## src/rtl/scan_pkg.sv

```systemverilog
// Shared types and defaults for the scan chain controller slice.
package scan_pkg;

    localparam int DEF_CHAIN_LEN = 8;

    typedef enum logic [2:0] {
        IDLE,
        SHIFT,
        CAPTURE,
        UNLOAD,
        DONE
    } scan_state_t;

endpackage

```

## src/rtl/scan_resp_cmp.sv

```systemverilog
// Response side of the scan controller: unload shift register, masked
// compare against the expected state, and the saturating failure counter.
module scan_resp_cmp #(
    parameter int CHAIN_LEN = 8,
    parameter int FAIL_W    = 8
) (
    input  logic                 clk,
    input  logic                 rst,
    input  logic                 unload,
    input  logic                 finish,
    input  logic                 chain_so,
    input  logic [CHAIN_LEN-1:0] expected,
    input  logic [CHAIN_LEN-1:0] mask,
    output logic [CHAIN_LEN-1:0] response,
    output logic                 pass,
    output logic [FAIL_W-1:0]    fail_count
);

    logic [CHAIN_LEN-1:0] shift_q;
    logic [CHAIN_LEN-1:0] shift_d;
    logic                 miss;

    // The first bit unloaded comes from flop CHAIN_LEN-1, so after
    // CHAIN_LEN left shifts every bit sits at its own flop index.
    generate
        if (CHAIN_LEN == 1) begin : g_single
            assign shift_d = chain_so;
        end else begin : g_multi
            assign shift_d = {shift_q[CHAIN_LEN-2:0], chain_so};
        end
    endgenerate

    assign miss = |((shift_d ^ expected) & mask);

    // response/pass only move on the final unload edge so they hold steady
    // between patterns and are already valid while done is high.
    always_ff @(posedge clk) begin
        if (rst) begin
            shift_q    <= '0;
            response   <= '0;
            pass       <= 1'b0;
            fail_count <= '0;
        end else begin
            if (unload) begin
                shift_q <= shift_d;
            end
            if (finish) begin
                response <= shift_d;
                pass     <= !miss;
                if (miss && (fail_count != {FAIL_W{1'b1}})) begin
                    fail_count <= fail_count + FAIL_W'(1);
                end
            end
        end
    end

endmodule

```

## src/rtl/scan_chain_ctrl.sv

```systemverilog
// Sequences one test pattern at a time through a serial mux-D scan chain:
// shift in, capture one functional cycle, shift out and compare under mask.
module scan_chain_ctrl
    import scan_pkg::*;
#(
    parameter int CHAIN_LEN = DEF_CHAIN_LEN,
    parameter int CNT_W     = $clog2(CHAIN_LEN + 1),
    parameter int FAIL_W    = 8
) (
    input  logic                 clk,
    input  logic                 rst,
    input  logic                 start,
    input  logic [CHAIN_LEN-1:0] pattern,
    input  logic [CHAIN_LEN-1:0] expected,
    input  logic [CHAIN_LEN-1:0] mask,
    input  logic                 chain_so,
    output logic                 scan_en,
    output logic                 chain_si,
    output logic                 busy,
    output logic                 done,
    output logic [CHAIN_LEN-1:0] response,
    output logic                 pass,
    output logic [FAIL_W-1:0]    fail_count
);

    localparam logic [CNT_W-1:0] LAST_CNT = CNT_W'(CHAIN_LEN - 1);

    scan_state_t          state;
    scan_state_t          state_d;
    logic [CNT_W-1:0]     count;
    logic [CNT_W-1:0]     count_d;
    logic [CNT_W-1:0]     si_idx;
    logic [CHAIN_LEN-1:0] pat_q;
    logic [CHAIN_LEN-1:0] exp_q;
    logic [CHAIN_LEN-1:0] mask_q;
    logic [CHAIN_LEN-1:0] pat_d;
    logic [CHAIN_LEN-1:0] pat_sel;
    logic                 accept;
    logic                 last;
    logic                 scan_en_d;
    logic                 chain_si_d;

    assign accept = (state == IDLE) && start;
    assign last   = (count == LAST_CNT);
    assign busy   = (state != IDLE);
    assign done   = (state == DONE);

    always_comb begin
        state_d = state;
        count_d = count;
        case (state)
            IDLE: begin
                if (start) begin
                    state_d = SHIFT;
                    count_d = '0;
                end
            end
            SHIFT: begin
                if (last) begin
                    state_d = CAPTURE;
                    count_d = '0;
                end else begin
                    count_d = count + CNT_W'(1);
                end
            end
            CAPTURE: begin
                state_d = UNLOAD;
                count_d = '0;
            end
            UNLOAD: begin
                if (last) begin
                    state_d = DONE;
                    count_d = '0;
                end else begin
                    count_d = count + CNT_W'(1);
                end
            end
            DONE: begin
                state_d = IDLE;
            end
            default: begin
                state_d = IDLE;
                count_d = '0;
            end
        endcase
    end

    // Pin drivers are computed from the next state so they can be registered
    // yet still line up with the state they belong to (MSB shifted first).
    always_comb begin
        pat_d      = accept ? pattern : pat_q;
        si_idx     = LAST_CNT - count_d;
        pat_sel    = pat_d >> si_idx;
        scan_en_d  = (state_d == SHIFT) || (state_d == UNLOAD);
        chain_si_d = (state_d == SHIFT) ? pat_sel[0] : 1'b0;
    end

    always_ff @(posedge clk) begin
        if (rst) begin
            state    <= IDLE;
            count    <= '0;
            scan_en  <= 1'b0;
            chain_si <= 1'b0;
            pat_q    <= '0;
            exp_q    <= '0;
            mask_q   <= '0;
        end else begin
            state    <= state_d;
            count    <= count_d;
            scan_en  <= scan_en_d;
            chain_si <= chain_si_d;
            if (accept) begin
                pat_q  <= pattern;
                exp_q  <= expected;
                mask_q <= mask;
            end
        end
    end

    scan_resp_cmp #(
        .CHAIN_LEN (CHAIN_LEN),
        .FAIL_W    (FAIL_W)
    ) u_resp_cmp (
        .clk        (clk),
        .rst        (rst),
        .unload     (state == UNLOAD),
        .finish     ((state == UNLOAD) && last),
        .chain_so   (chain_so),
        .expected   (exp_q),
        .mask       (mask_q),
        .response   (response),
        .pass       (pass),
        .fail_count (fail_count)
    );

endmodule

```

## config.mk

```make
export PLATFORM = sky130hd
export DESIGN_NAME = scan_chain_ctrl
export DESIGN_NICKNAME = d
export VERILOG_FILES = /design/src/rtl/scan_pkg.sv /design/src/rtl/scan_resp_cmp.sv /design/src/rtl/scan_chain_ctrl.sv
export SDC_FILE = /design/constraint.sdc
export NUM_CORES = 1
export LEC_CHECK = 0
export CORE_ASPECT_RATIO = 1.5
export CORE_MARGIN = 2
export CORE_UTILIZATION = 51
export DETAILED_ROUTE_END_ITERATION = 12
export PLACE_DENSITY = 0.79
export SLEW_MARGIN = 25
export SYNTH_ARGS = -nofsm -noshare
export SYNTH_HDL_FRONTEND = slang
export SYNTH_SLANG_ARGS = --single-unit
```

## constraint.sdc

```tcl
create_clock -name clk -period 2.1 [get_ports clk]
set_clock_uncertainty 0.1 [all_clocks]
set_input_delay 0.42 -clock clk [delete_from_list [all_inputs] [get_ports clk]]
set_output_delay 0.42 -clock clk [all_outputs]
set_load 0.02 [all_outputs]
```

# Word level (Yosys, flattened, before mapping)
# Cells that the tools add are included.
[word_totals] register_bits=57 input_bits=28 output_inout_bits=21 elab_cells=45
[classes] n_addsub=3 eq_ne=8 n_shift=1 mux=8 n_bitwise=3 reduce_logical=11
[op_table] cell="$pmux W3 S4" count=1
[op_table] cell="$pmux W4 S3" count=1
[op_table] cell="$eq A3 B2 Y1 const B" count=3
[op_table] cell="$mux W3" count=3
[op_table] cell="$add A8 B1 Y8 const B" count=1
[op_table] cell="$and A8 B8 Y8" count=1
[op_table] cell="$mux W4" count=2
[op_table] cell="$mux W8" count=1
[op_table] cell="$ne A8 B8 Y1 const B" count=1
[op_table] cell="$reduce_or A8 Y1" count=1
[op_table] cell="$shr A8 B4 Y1" count=1
[op_table] cell="$xor A8 B8 Y8" count=1
[op_table] cell="$eq A3 B1 Y1 const B" count=2
[op_table] cell="$add A4 B1 Y4 const B" count=1
[op_table] cell="$eq A4 B3 Y1 const B" count=1
[op_table] cell="$reduce_or A2 Y1" count=2
[op_table] cell="$sub A3 B4 Y4 const A" count=1
[op_table] cell="$eq A3 B3 Y1 const B" count=1
[op_table] cell="$logic_and A1 B1 Y1" count=3
[op_table] cell="$logic_not A3 Y1" count=1
[op_table] cell="$reduce_bool A3 Y1" count=1
[op_table] cell="$reduce_and A2 Y1" count=1
[op_table] cell="$logic_not A1 Y1" count=1
[op_table] cell="$logic_or A1 B1 Y1" count=1
[op_table] cell="$not A1 Y1" count=1

# Logic depth before layout (Yosys ltp)
# Gate-level depths: netlist of run 1.
[depth] ltp_word=6 depth_mapped=8 mapped_depth_nobuf=6

# Cells and area by module
# From an unflattened synthesis of run 1, not the netlist that was laid out.
[hier_totals] hier_cells=270 hier_area_um2=2432.3
[modules_own_cells] module="scan_chain_ctrl" n_inst=1 cells_per_inst=159 area_each_um2=1351.3 seq_area_each_um2=660.6
[modules_own_cells] module="scan_resp_cmp" n_inst=1 cells_per_inst=111 area_each_um2=1081.0 seq_area_each_um2=480.5

# Worst setup path after synthesis of run 1
# Ideal clock, no wire load.
[synth_path] path_kind="register to register" from="reg u_resp_cmp.fail_count[0]" to="reg u_resp_cmp.fail_count[6]" setup_ns=0.070 arrival_time_ns=1.607 required_ns=1.930 path_slack_ns=0.323 stages_incl_launch_ff=8 n_path_buf=1 period_less_slack_ns=1.777 cell_sequence="dfxtp_1 > ha_1 > nand3_1 > o211ai_4 > a41oi_2 > buf_6 > a41o_1 > a21oi_1"
[synth_via] elab_chain_cells=3 word_cells_on_any_way=4 cone_classes="add/sub: 1; eq/ne: 1; reduce/logical: 2"
[synth_lines] element="start, declared" line="scan_resp_cmp.sv:16" text="output logic [FAIL_W-1:0] fail_count"
[synth_lines] element="start signal, assigned" line="scan_resp_cmp.sv:51" text="fail_count <= fail_count + FAIL_W'(1);"
[synth_lines] element="parallel branches: the longest is 3 deep, another holds $add A8 B1 Y8"
# Parallel ways; which one is timed is not known.
# A chain may end at the register's enable or synchronous reset.

# Final worst setup path of run 1
[layout_path] from="reg state[1]" to="out busy"
[layout_via] elab_chain_cells=1
[layout_lines] element="start, declared" line="scan_chain_ctrl.sv:28" text="scan_state_t state;"
[layout_lines] element="start signal, assigned" line="scan_chain_ctrl.sv:108" text="state <= state_d;"
[layout_lines] element="$reduce_bool A3 Y1" line="scan_chain_ctrl.sv:45" text="assign busy = (state != IDLE);"
[layout_lines] element="end, declared" line="scan_chain_ctrl.sv:19" text="output logic busy,"
# Every way passes these cells.

==> run summary, run 1 <==
The run finished with clean final reports. The share of flip-flops with an asynchronous set or reset works out to 0. The worst setup path is launched from a register.

The fraction of the yosys area taken by sequential cells came out at 0.456. For the number of hold violations in the final report, the log shows 0. Entering global routing, the biggest net connects 46 pins. The cell count of the worst reg-to-reg path was 6. The number of maximum-capacitance constraint violations is 0, and the average vias per placed instance is 5.35.

The number of gates resized after CTS came out at 3. When the netlist entered floorplanning its net count stood at 316. Clock-pin slew was measured on the worst setup and hold paths at 0.06 ns.

Detailed placement finished with a half-perimeter wire length of 3850 µm. The run gives 2 as the maximum count of clock buffers along a single path. VDD sags by at most 0.492 mV. For the initial antenna violation count, the log shows 0. After floorplanning, the core was divided into 31 placement rows.

The total power divided by cell area is 783 nW/µm², and the mean cell area of the mapped netlist is 8.75 µm². The worst max-slew margin expressed relative to the limit was 0.698. After routing the design area is 3310 µm².

The arrival time of the worst setup path was 1.51 ns. At the pin with the least slew margin, the transition time is 0.453 ns. Hold is met by 0.328 ns. After detailed routing, the number of remaining DRC violations is 0. For this run, the post-layout net count is 370. Setup repair after global routing left no endpoint under its margin. For this run, the number of Yosys warnings is 0. The buffering stage count on the worst path with inverters included works out to 1. The number of buffers inserted to repair setup after CTS came out at 0.

The reg-to-reg critical path startpoint was count[1]. The pre-antenna-repair detailed-routing pass consisted of 4 iterations. The fraction of the cycle the final worst path needs came out at 0.967. Clock latency on the worst-skew pair, taken at its later pin, is 0.33 ns.

Area inside the core boundary: 4770 µm². Along the worst hold path, the cell count comes to 2. The logs give 57 for the clock sink count and 0 for the total inserted antenna cells. The worst register-to-register path ends at chain_si. The end point of the most critical hold path is u_resp_cmp.fail_count[1]. The count of buffers added on input and output ports is 48. Timing would allow up to 492 MHz. The logs give 1.58 ns for the required time at the worst-slack endpoint and 2,137 for the number of global-route vias before repair. The worst register-to-register path has a setup slack of 0.10 ns. The critical path goes through or3_2 -> dlygate4sd2_1. Measured along the y axis, the die boundary spans 89.8 µm.

The first global-routing pass estimated 9530 µm of wire. Counting flops and latches in the post-synthesis netlist gives 57. The logs give 49 for the number of placed I/O pins and 0 for the number of setup violations in the final report. The x dimension of the die was 61.2 µm. The critical path is of the register to primary output type. The clock tree synthesis step divided the H-tree into 3 levels.

Endpoint kind of the worst setup timing path: a primary output. Routability-driven placement finished with a final weighted congestion of 0.805. The initial standard-cell utilization of the core was 0.524. Clock tree synthesis selected as its root buffer the cell clkbuf_8. Summed over all layers, the global routing overflow is 0. The logs give 2500 µm² for the area of the mapped netlist and 5660 µm for the final wirelength. Yosys mapped the design onto 51 distinct sky130hd cell types. The min-delay analysis places its worst path in the category input pin to register. For the via count, the log shows 2,199.

The final cell utilization of the core came out at 0.693. Proportion of layout cells with a drive suffix above 1: 0.128. Counting every instance in the synthesized netlist gives 286.

The floorplan step defined a die boundary enclosing 5490 µm². The analysis attributes to cell leakage a power of 1.24 nW. TritonCTS built the clock tree. The global-route total usage across every layer was 0.228. Number of enable flip-flop cells after synthesis: 0.

In the synthesized netlist the dominant register cell turns out to be dfxtp_1. On the critical path the largest part of the delay comes from simple AND/OR/NAND/NOR gates. Buffers inserted to repair hold after CTS numbered 0. In the final routed layout, each cell accounts on average for 13.8 µm.

The slowest stage of the critical path is the or3_2 cell. The tools report the post-detailed-placement cell area as 3060 µm². Along the worst path, the maximum fanout reaches 8. In this design, the stage delay of the slowest critical-path cell is 0.47 ns. In this run the most critical hold path is launched from rst. Number of DRC markers after the initial detailed-route iteration: 121. The number of max-slew violations in the final report came out at 0. The routed design could run at a clock period as short as 2.03 ns.

Relative to the synthesized area, the layout overhead comes to 32.2%. The count of nets left with antenna violations once routing finished came out at 0. The total clock buffers created by CTS came out at 9.
[flip-flops by register name, summed over array words and instances (netlist names)]
name and cells:
u_resp_cmp.pass 1, u_resp_cmp.shift_q 7, exp_q 8, scan_en 1
chain_si 1, mask_q 8, u_resp_cmp.fail_count 8, state 3
pat_q 8, u_resp_cmp.response 8, count 4
[placed cells by master, fill, tap and decap left out, types with 3 or more instances in the layout]
master	count
a21oi_1	38
a221oi_1	3
a22oi_1	5
and3b_1	4
buf_4	11
bufinv_16	3
clkbuf_8	10
clkdlybuf4s50_1	45
dfxtp_1	56
inv_1	3
mux2i_1	8
nand2_1	58
nand2b_1	5
nand4_1	3
nand4b_1	3
nor2_1	22
nor3_1	3
o21ai_0	9
xnor2_1	3
xor2_1	8
[worst max path at each step]
stage	startpoint	to	cells after the start	slack, ns
after floorplan	u_resp_cmp.fail_count[0]	u_resp_cmp.fail_count[6]	7	0.32
after global placement	chain_so	u_resp_cmp.fail_count[6]	7	-0.08
after detailed placement	chain_so	u_resp_cmp.fail_count[6]	7	-0.19
after CTS	state[1]	busy	2	0.06
after global routing	state[1]	busy	2	0.008
final	state[1]	busy	2	0.07
[cells in the mapped netlist (4+ instances only)]
| cell | count | share of area |
|---|---|---|
| nand2_1 | 58 | 0.087 |
| clkbuf_1 | 9 | 0.014 |
| nand2b_1 | 5 | 0.013 |
| o21ai_0 | 9 | 0.018 |
| and3b_1 | 4 | 0.014 |
| dfxtp_1 | 57 | 0.46 |
| nor2_1 | 22 | 0.033 |
| a22oi_1 | 5 | 0.015 |
| mux2i_1 | 8 | 0.032 |
| xor2_1 | 8 | 0.028 |
| a21oi_1 | 38 | 0.076 |
[power breakdown]
part	internal [mW]	total, mW	switching [mW]
clock	0.819	1.25	0.427
combinational	0.107	0.207	0.100
sequential	1.11	1.14	0.0225
[per-stage QoR]
stage	power, mW	cells	TNS [ns]	setup WS, ns
2_1_floorplan	1.27	286	0	0.323
6_report	2.59	411	0	0.0684
5_1_grt	2.68	411	0	0.00774
4_1_cts	2.60	411	0	0.0582
3_3_place_gp	1.36	395	-0.181	-0.0847
3_5_place_dp	1.37	395	-0.918	-0.195
[final cells by class]
type,instances,area (µm²)
clock buffers,11,141
multi-input cells,209,1250
flip-flops and latches,57,1140
repair buffers,60,576
well taps,66,82.6
clock inverters,5,103
inverters,3,11.3
fillers,396,1460
[layer usage]
metal	GRT usage	part of all wire	vias up
met5	0	0	-
met4	0.118	0.028	0
met3	0.0446	0.028	16
met2	0.385	0.53	55
met1	0.259	0.41	1021
li1	-	-	1107
[kinds of logic (layout without fill, tap and decap cells)]
family                   after synthesis  count (layout)  share of synthesized area
multiplexers                          11              11                     0.0455
AND/OR/NAND/NOR                      112             112                      0.213
buffers and inverters                 20              79                     0.0435
adder cells (fa/ha/maj)                2               2                     0.0100
AO/OA/AOI/OAI                         73              73                      0.194
XOR/XNOR                              11              11                     0.0385
flip-flops                            57              57                      0.456
(Power assumes the default switching activity.)
==> run 2: changes to the inputs <==
Settings changed: CAP_MARGIN from default to 5, CORE_UTILIZATION 51 to 58, DONT_BUFFER_PORTS from default to 1, PLACE_DENSITY 0.79 to 0.74, SLEW_MARGIN 25 to 10.
==> run 2 against run 1 <==
Net effect: clock power is 25% lower; register-to-register slack better by 0.15 ns; sequential cell count stayed put; critical path type unchanged; cell area is 18% lower; highest routed layer unchanged; setup slack better by 0.12 ns; largest power group is now registers; non-clock buffer count is 49 lower.
==> run summary, run 2 (synthesis results as in run 1) <==
TritonCTS built the clock tree. The highest fanout seen on the critical path is 12 (was 8). The fraction of the cycle the final worst path needs is 0.911 (was 0.967), and the average vias per placed instance is 5.83 (was 5.35).

The tools report the pin count of the biggest net entering global routing as 60 (was 46). Setup repair after global routing left no endpoint under its margin. The row count came out at 29 (was 31). The run finished with clean final reports. The tools report the final weighted congestion in routability-driven placement as 0.792 (was 0.805). The average wire per standard cell was 14.2 µm (was 13.8 µm); the number of buffers added on ports was 0 (was 48).

The relative contribution of combinational cells to total power came out at 0.052 (was 0.080). The fraction of power spent switching nets is 0.222 (was 0.212), and the clock sink count is 57 (unchanged). The tools report the total number of H-tree levels as 3 (unchanged). The total congestion overflow after global routing was 0 (unchanged). Commonest non-fill, non-tap cells in the layout: nand2_1, dfxtp_1, a21oi_1 (was nand2_1, dfxtp_1, clkdlybuf4s50_1).

The time the final worst path needs with I/O delays and setup is 1.91 ns (was 2.03 ns), and the proportion of layout cells with a drive suffix above 1 is 0.132 (was 0.128). The count of nets left with antenna violations after detail routing was 0 (unchanged). The tools report the cell-internal power as 1.70 mW (was 2.04 mW). The tools report the element type at the critical path start as a register (unchanged).

Clock network power share: 0.427 (was 0.481). The via count is 1,989 (was 2,199), and the arrival time of the worst setup path is 1.39 ns (was 1.51 ns). The post-cts hold buffer count is 0 (unchanged). The run gives 2720 µm² (was 3310 µm²) as the design area. The tools report the launch instance of the worst min-delay path as rst (unchanged). The number of max-slew violations in the final report is 0 (unchanged), and the number of gates resized after CTS is 0 (was 3).

The latest clock arrival within the worst-skew pair is 0.32 ns (was 0.33 ns), and the clock-pin slew on the worst setup and hold paths is 0.06 ns (about the same). The total power divided by cell area is 804 nW/µm² (was 783 nW/µm²), and the area added between synthesis and finish is 8.75% (was 32.2%). The net switching power came out at 0.486 mW (was 0.549 mW). Fmax: 523 MHz (was 492 MHz). The tools report the wire length of the first global-routing pass as 8140 µm (was 9530 µm). The first-pass iteration count of the detailed router was 4 (unchanged). The number of maximum-capacitance constraint violations was 0 (unchanged). The end of the worst register-to-register path was u_resp_cmp.fail_count[4] (was chain_si). Final-layout setup total negative slack: 0 ns (unchanged). The tools report the end point of the most critical hold path as state[1] (was u_resp_cmp.fail_count[1]). The tools report the post-detailed-placement cell area as 2540 µm² (was 3060 µm²). Cell count of the worst reg-to-reg path: 6 (unchanged). The tools report the half-perimeter wire length after placement as 3420 µm (was 3850 µm).

The final wirelength was 4830 µm (was 5660 µm); the reported leakage power was 1.02 nW (was 1.24 nW). The run gives 58 (was 121) as the number of DRC markers after the initial detailed-route iteration. The tools report the maximum VDD drop as 0.700 mV (was 0.492 mV). The total power after layout was 2.19 mW (was 2.59 mW); the net count reported at finish was 321 (was 370). The number of hold violations in the final report is 0 (unchanged). The logs give 1.58 ns (about the same) for the required time at the worst-slack endpoint and 2 (unchanged) for the maximum count of clock buffers along a single path. The tools report the number of buffers inserted to repair setup after CTS as 0 (unchanged). Number of global-route vias before repair: 1,818 (was 2,137).

The slew of the pin with the lowest slew margin was 0.530 ns (was 0.453 ns). The cell depth of the worst min-delay path came out at 1 (was 2). Class of the most critical hold timing path: input pin to register (unchanged). The clock root buffer was clkbuf_8 (unchanged). The reg-to-reg critical path startpoint is count[1] (unchanged). The tools report the worst max-slew margin expressed relative to the limit as 0.645 (was 0.698).

The post-route DRC violation count was 0 (unchanged). The total clock buffers created by CTS is 9 (unchanged), and the number of setup violations in the final report is 0 (unchanged). The most common cell after layout, fill and taps aside was nand2_1 (unchanged).

The run gives 0 (unchanged) as the initial antenna violation count. The run gives 0.213 (was 0.228) as the global-route total usage across every layer. The path type of the worst setup path was register to primary output (unchanged). The number of placed I/O pins was 49 (unchanged). The endpoint kind of the worst setup timing path is a primary output (unchanged). The area inside the core boundary was 4170 µm² (was 4770 µm²); the x dimension of the die was 57.6 µm (was 61.2 µm). The run gives 0.25 ns (was 0.10 ns) as the worst-case register-to-register setup slack. The initial standard-cell utilization of the core came out at 0.599 (was 0.524).

The total inserted antenna cells was 0 (unchanged); the area enclosed by the die boundary was 4860 µm² (was 5490 µm²). Die outline height: 84.4 µm (was 89.8 µm). The tools report the sequential fraction of design power as 0.521 (was 0.439).
-- run 2: cell count changes in the layout (fill, tap and decap cells not counted), sizes merged --
| cell | previous run | this run |
|---|---|---|
| buf | 13 | 11 |
| bufinv | 3 | 1 |
| clkdlybuf4s50 | 45 | 0 |
| clkinv | 1 | 3 |
| clkinvlp | 1 | 0 |
| dlygate4sd2 | 2 | 0 |
-- run 2: critical path: stages (launching register included) --
cell and delay, ns:
dfxtp_1 0.41, nor2_1 0.35, and2_1 0.31
-- run 2: final cells by class --
type                    instances  area, µm²
multi-input cells             209       1250
fillers                       376       1450
repair buffers                 11       82.6
clock buffers                  11        131
flip-flops and latches         57       1140
inverters                       3       11.3
clock inverters                 4       45.0
well taps                      46       57.6
-- run 2: routing by layer --
metal | part of all wire | routed length (µm) | up-vias | track usage
met2 | 0.48 | 2300 | 50 | 0.329
met3 | 0.062 | 300 | 5 | 0.0616
li1 | - | - | 1014 | -
met1 | 0.45 | 2160 | 920 | 0.271
met5 | 0 | 0 | - | 0
met4 | 0.015 | 74 | 0 | 0.101
-- run 2: how the worst max path moves through the flow --
| stage | startpoint | to | depth (start not counted) |
|---|---|---|---|
| CTS | state[0] | done | 2 |
| global placement | count[1] | u_resp_cmp.fail_count[4] | 6 |
| floorplan | u_resp_cmp.fail_count[0] | u_resp_cmp.fail_count[6] | 7 |
| detailed placement | count[1] | chain_si | 6 |
| global route | count[1] | chain_si | 6 |
| finish | state[0] | done | 2 |
-- run 2: power groups by stage --
stage | logic (mW) | registers, mW | clock network, mW
3_5_place_dp | 0.115 | 1.16 | 0
3_3_place_gp | 0.113 | 1.16 | 0
5_1_grt | 0.130 | 1.14 | 1.02
4_1_cts | 0.115 | 1.14 | 0.958
2_1_floorplan | 0.116 | 1.16 | 0
6_report | 0.114 | 1.14 | 0.934
-- run 2: metrics by stage --
| step | hold slack, ns | setup WS, ns | cells | util |
|---|---|---|---|---|
| CTS | 0.0438 | 0.195 | 341 | 0.652 |
| global placement | 0.338 | 0.286 | 326 | 0.610 |
| finish | 0.0667 | 0.187 | 341 | 0.652 |
| detailed placement | 0.344 | 0.264 | 326 | 0.610 |
| floorplan | 0.336 | 0.323 | 286 | - |
| global route | 0.0470 | 0.0967 | 341 | 0.652 |
==> run 3: changes to the inputs <==
Settings changed: ABC_CLOCK_PERIOD_IN_PS from default to 2100, CAP_MARGIN 5 to default, CTS_BUF_LIST from default to sky130_fd_sc_hd__clkbuf_4.
==> run 3 against run 2 <==
Net effect: die area unchanged; sequential share of layout area up 0.45 points; setup slack worse by 0.071 ns; sequential cell count unchanged; wire length up 2.1%; total power down 6.9%; combinational power up 16%; fmax down 3.6%; clock-buffer cell count unchanged; register-to-register slack worse by 0.02 ns; critical path depth unchanged; largest cell class unchanged; largest power group unchanged.
==> run summary, run 3 (synthesis results as in run 1) <==
The reg-to-reg critical path startpoint was count[1] (unchanged). The tools report the initial antenna violation count as 0 (unchanged). Proportion of layout cells with a drive suffix above 1: 0.142 (was 0.132).

The x dimension of the die was 57.6 µm (unchanged); the highest fanout seen on the critical path was 12 (unchanged). The fraction of power spent switching nets was 0.241 (was 0.222); the area added between synthesis and finish was 7.60% (was 8.75%). The post-detailed-placement cell area is 2540 µm² (unchanged). The average wire per standard cell is 14.4 µm (was 14.2 µm), and the number of maximum-capacitance constraint violations is 0 (unchanged). The maximum count of clock buffers along a single path came out at 2 (unchanged). The launch instance of the worst min-delay path was chain_so (was rst). Maximum VDD drop: 0.707 mV (was 0.700 mV).

For the latest clock arrival within the worst-skew pair, the log shows 0.40 ns (was 0.32 ns). Pin count of the biggest net entering global routing: 50 (was 60). The run gives 0.599 (unchanged) as the initial standard-cell utilization of the core. TritonCTS built the clock tree. The tools report the worst setup path startpoint as state[0] (unchanged). The tools report the sequential fraction of design power as 0.559 (was 0.521). The wire length of the first global-routing pass was 8250 µm (was 8140 µm). Relative contribution of combinational cells to total power: 0.065 (was 0.052).

For the clock sink count, the log shows 57 (unchanged). Path type of the worst setup path: register to primary output (unchanged). The logs give 0.218 (was 0.213) for the global-route total usage across every layer and 49 (unchanged) for the number of placed I/O pins. The logs give 1.01 nW (was 1.02 nW) for the reported leakage power and 0 (unchanged) for the total congestion overflow after global routing. The number of max-slew violations in the final report was 0 (unchanged). The slew of the pin with the lowest slew margin is 0.522 ns (was 0.530 ns). Class of the most critical hold timing path: input pin to register (unchanged). The row count was 29 (unchanged); the die outline height was 84.4 µm (unchanged).

The tools report the final-layout setup total negative slack as 0 ns (unchanged). For the worst-case register-to-register setup slack, the log shows 0.23 ns (was 0.25 ns). The clock network power share was 0.377 (was 0.427).

Number of hold violations in the final report: 0 (unchanged). The tools report the end point of the most critical hold path as u_resp_cmp.response[0] (was state[1]). Number of setup violations in the final report: 0 (unchanged). For the count of nets left with antenna violations after detail routing, the log shows 0 (unchanged). The cell depth of the worst min-delay path was 2 (was 1). The arrival time of the worst setup path is 1.46 ns (was 1.39 ns), and the design area is 2690 µm² (was 2720 µm²). The tools report the element type at the critical path start as a register (unchanged). The run finished with clean final reports.

The tools report the post-cts hold buffer count as 1 (was 0). The final cell count without fillers came out at 342 (was 341). The tools report the area inside the core boundary as 4170 µm² (unchanged). The final wirelength came out at 4930 µm (was 4830 µm). The run gives 1,836 (was 1,818) as the number of global-route vias before repair. The most common cell after layout, fill and taps aside is nand2_1 (unchanged).

The endpoint kind of the worst setup timing path is a primary output (unchanged). The total number of H-tree levels was 3 (unchanged). The post-route DRC violation count was 0 (unchanged). The end of the worst register-to-register path was u_resp_cmp.fail_count[4] (unchanged).

The logs give 71 (was 58) for the number of DRC markers after the initial detailed-route iteration and 0.650 (was 0.645) for the worst max-slew margin expressed relative to the limit. Setup repair after global routing left no endpoint under its margin. The run gives 9 (unchanged) as the total clock buffers created by CTS. For the cell-internal power, the log shows 1.55 mW (was 1.70 mW). The fraction of the cycle the final worst path needs works out to 0.945 (was 0.911).

The net count reported at finish was 322 (was 321). The tools report the clock root buffer as clkbuf_4 (was clkbuf_8). The fmax is 504 MHz (was 523 MHz), and the net switching power is 0.490 mW (was 0.486 mW).

The run gives 4 (unchanged) as the first-pass iteration count of the detailed router. The total inserted antenna cells is 0 (unchanged). The total power divided by cell area works out to 756 nW/µm² (was 804 nW/µm²).

Commonest non-fill, non-tap cells in the layout: nand2_1, dfxtp_1, a21oi_1 (unchanged). The number of buffers added on ports came out at 0 (unchanged). The required time at the worst-slack endpoint came out at 1.58 ns (about the same). The half-perimeter wire length after placement is 3420 µm (unchanged). Number of cells after detailed placement: 326 (unchanged). The area enclosed by the die boundary is 4860 µm² (unchanged). The number of buffers inserted to repair setup after CTS came out at 0 (unchanged). The time the final worst path needs with I/O delays and setup came out at 1.98 ns (was 1.91 ns).

The average vias per placed instance works out to 5.83 (about the same). The logs give 0.792 (unchanged) for the final weighted congestion in routability-driven placement and 0 (unchanged) for the number of gates resized after CTS. The cell count of the worst reg-to-reg path is 6 (unchanged), and the via count is 1,995 (was 1,989).

The clock-pin slew on the worst setup and hold paths was 0.09 ns (was 0.06 ns).
## run 3: worst max-delay path by stage
stage / endpoint / slack [ns] / depth (start not counted)
2_1_floorplan: u_resp_cmp.fail_count[6] / 0.32 / 7
3_3_place_gp: u_resp_cmp.fail_count[4] / 0.29 / 6
3_5_place_dp: chain_si / 0.26 / 6
4_1_cts: done / 0.11 / 2
5_1_grt: done / 0.05 / 2
6_report: done / 0.12 / 2
## run 3: worst max-delay path, stage by stage (launching register included)
cell     delay [ns]
dfxtp_1        0.42
nor2_1         0.35
and2_1         0.31
## run 3: power by group through the flow
stage | clock [mW] | sequential (mW) | combinational (mW)
2_1_floorplan | 0 | 1.16 | 0.116
3_3_place_gp | 0 | 1.16 | 0.113
3_5_place_dp | 0 | 1.16 | 0.115
4_1_cts | 0.775 | 1.14 | 0.133
5_1_grt | 0.831 | 1.14 | 0.150
6_report | 0.767 | 1.14 | 0.132
## run 3: per-layer routing
metal / vias to the layer above / track usage / routed length, µm / share of wire
li1: 1018 / - / - / -
met1: 920 / 0.270 / 2170 / 0.44
met2: 47 / 0.340 / 2320 / 0.47
met3: 10 / 0.0431 / 307 / 0.062
met4: 0 / 0.140 / 126 / 0.026
met5: - / 0 / 0 / 0
## run 3: final cells by class
class	instances	area (µm²)
clock buffers	11	82.6
clock inverters	4	45.0
fillers	377	1480
inverters	3	11.3
multi-input cells	209	1250
flip-flops and latches	57	1140
well taps	46	57.6
repair buffers	12	103
## run 3: per-stage QoR
| step | setup slack [ns] | utilization | hold slack [ns] | power [mW] |
|---|---|---|---|---|
| after floorplan | 0.323 | - | 0.336 | 1.27 |
| after global placement | 0.286 | 0.610 | 0.338 | 1.27 |
| after detailed placement | 0.264 | 0.610 | 0.344 | 1.28 |
| after CTS | 0.113 | 0.645 | 0.0345 | 2.05 |
| after global routing | 0.0505 | 0.645 | 0.0389 | 2.12 |
| final | 0.116 | 0.645 | 0.0455 | 2.04 |
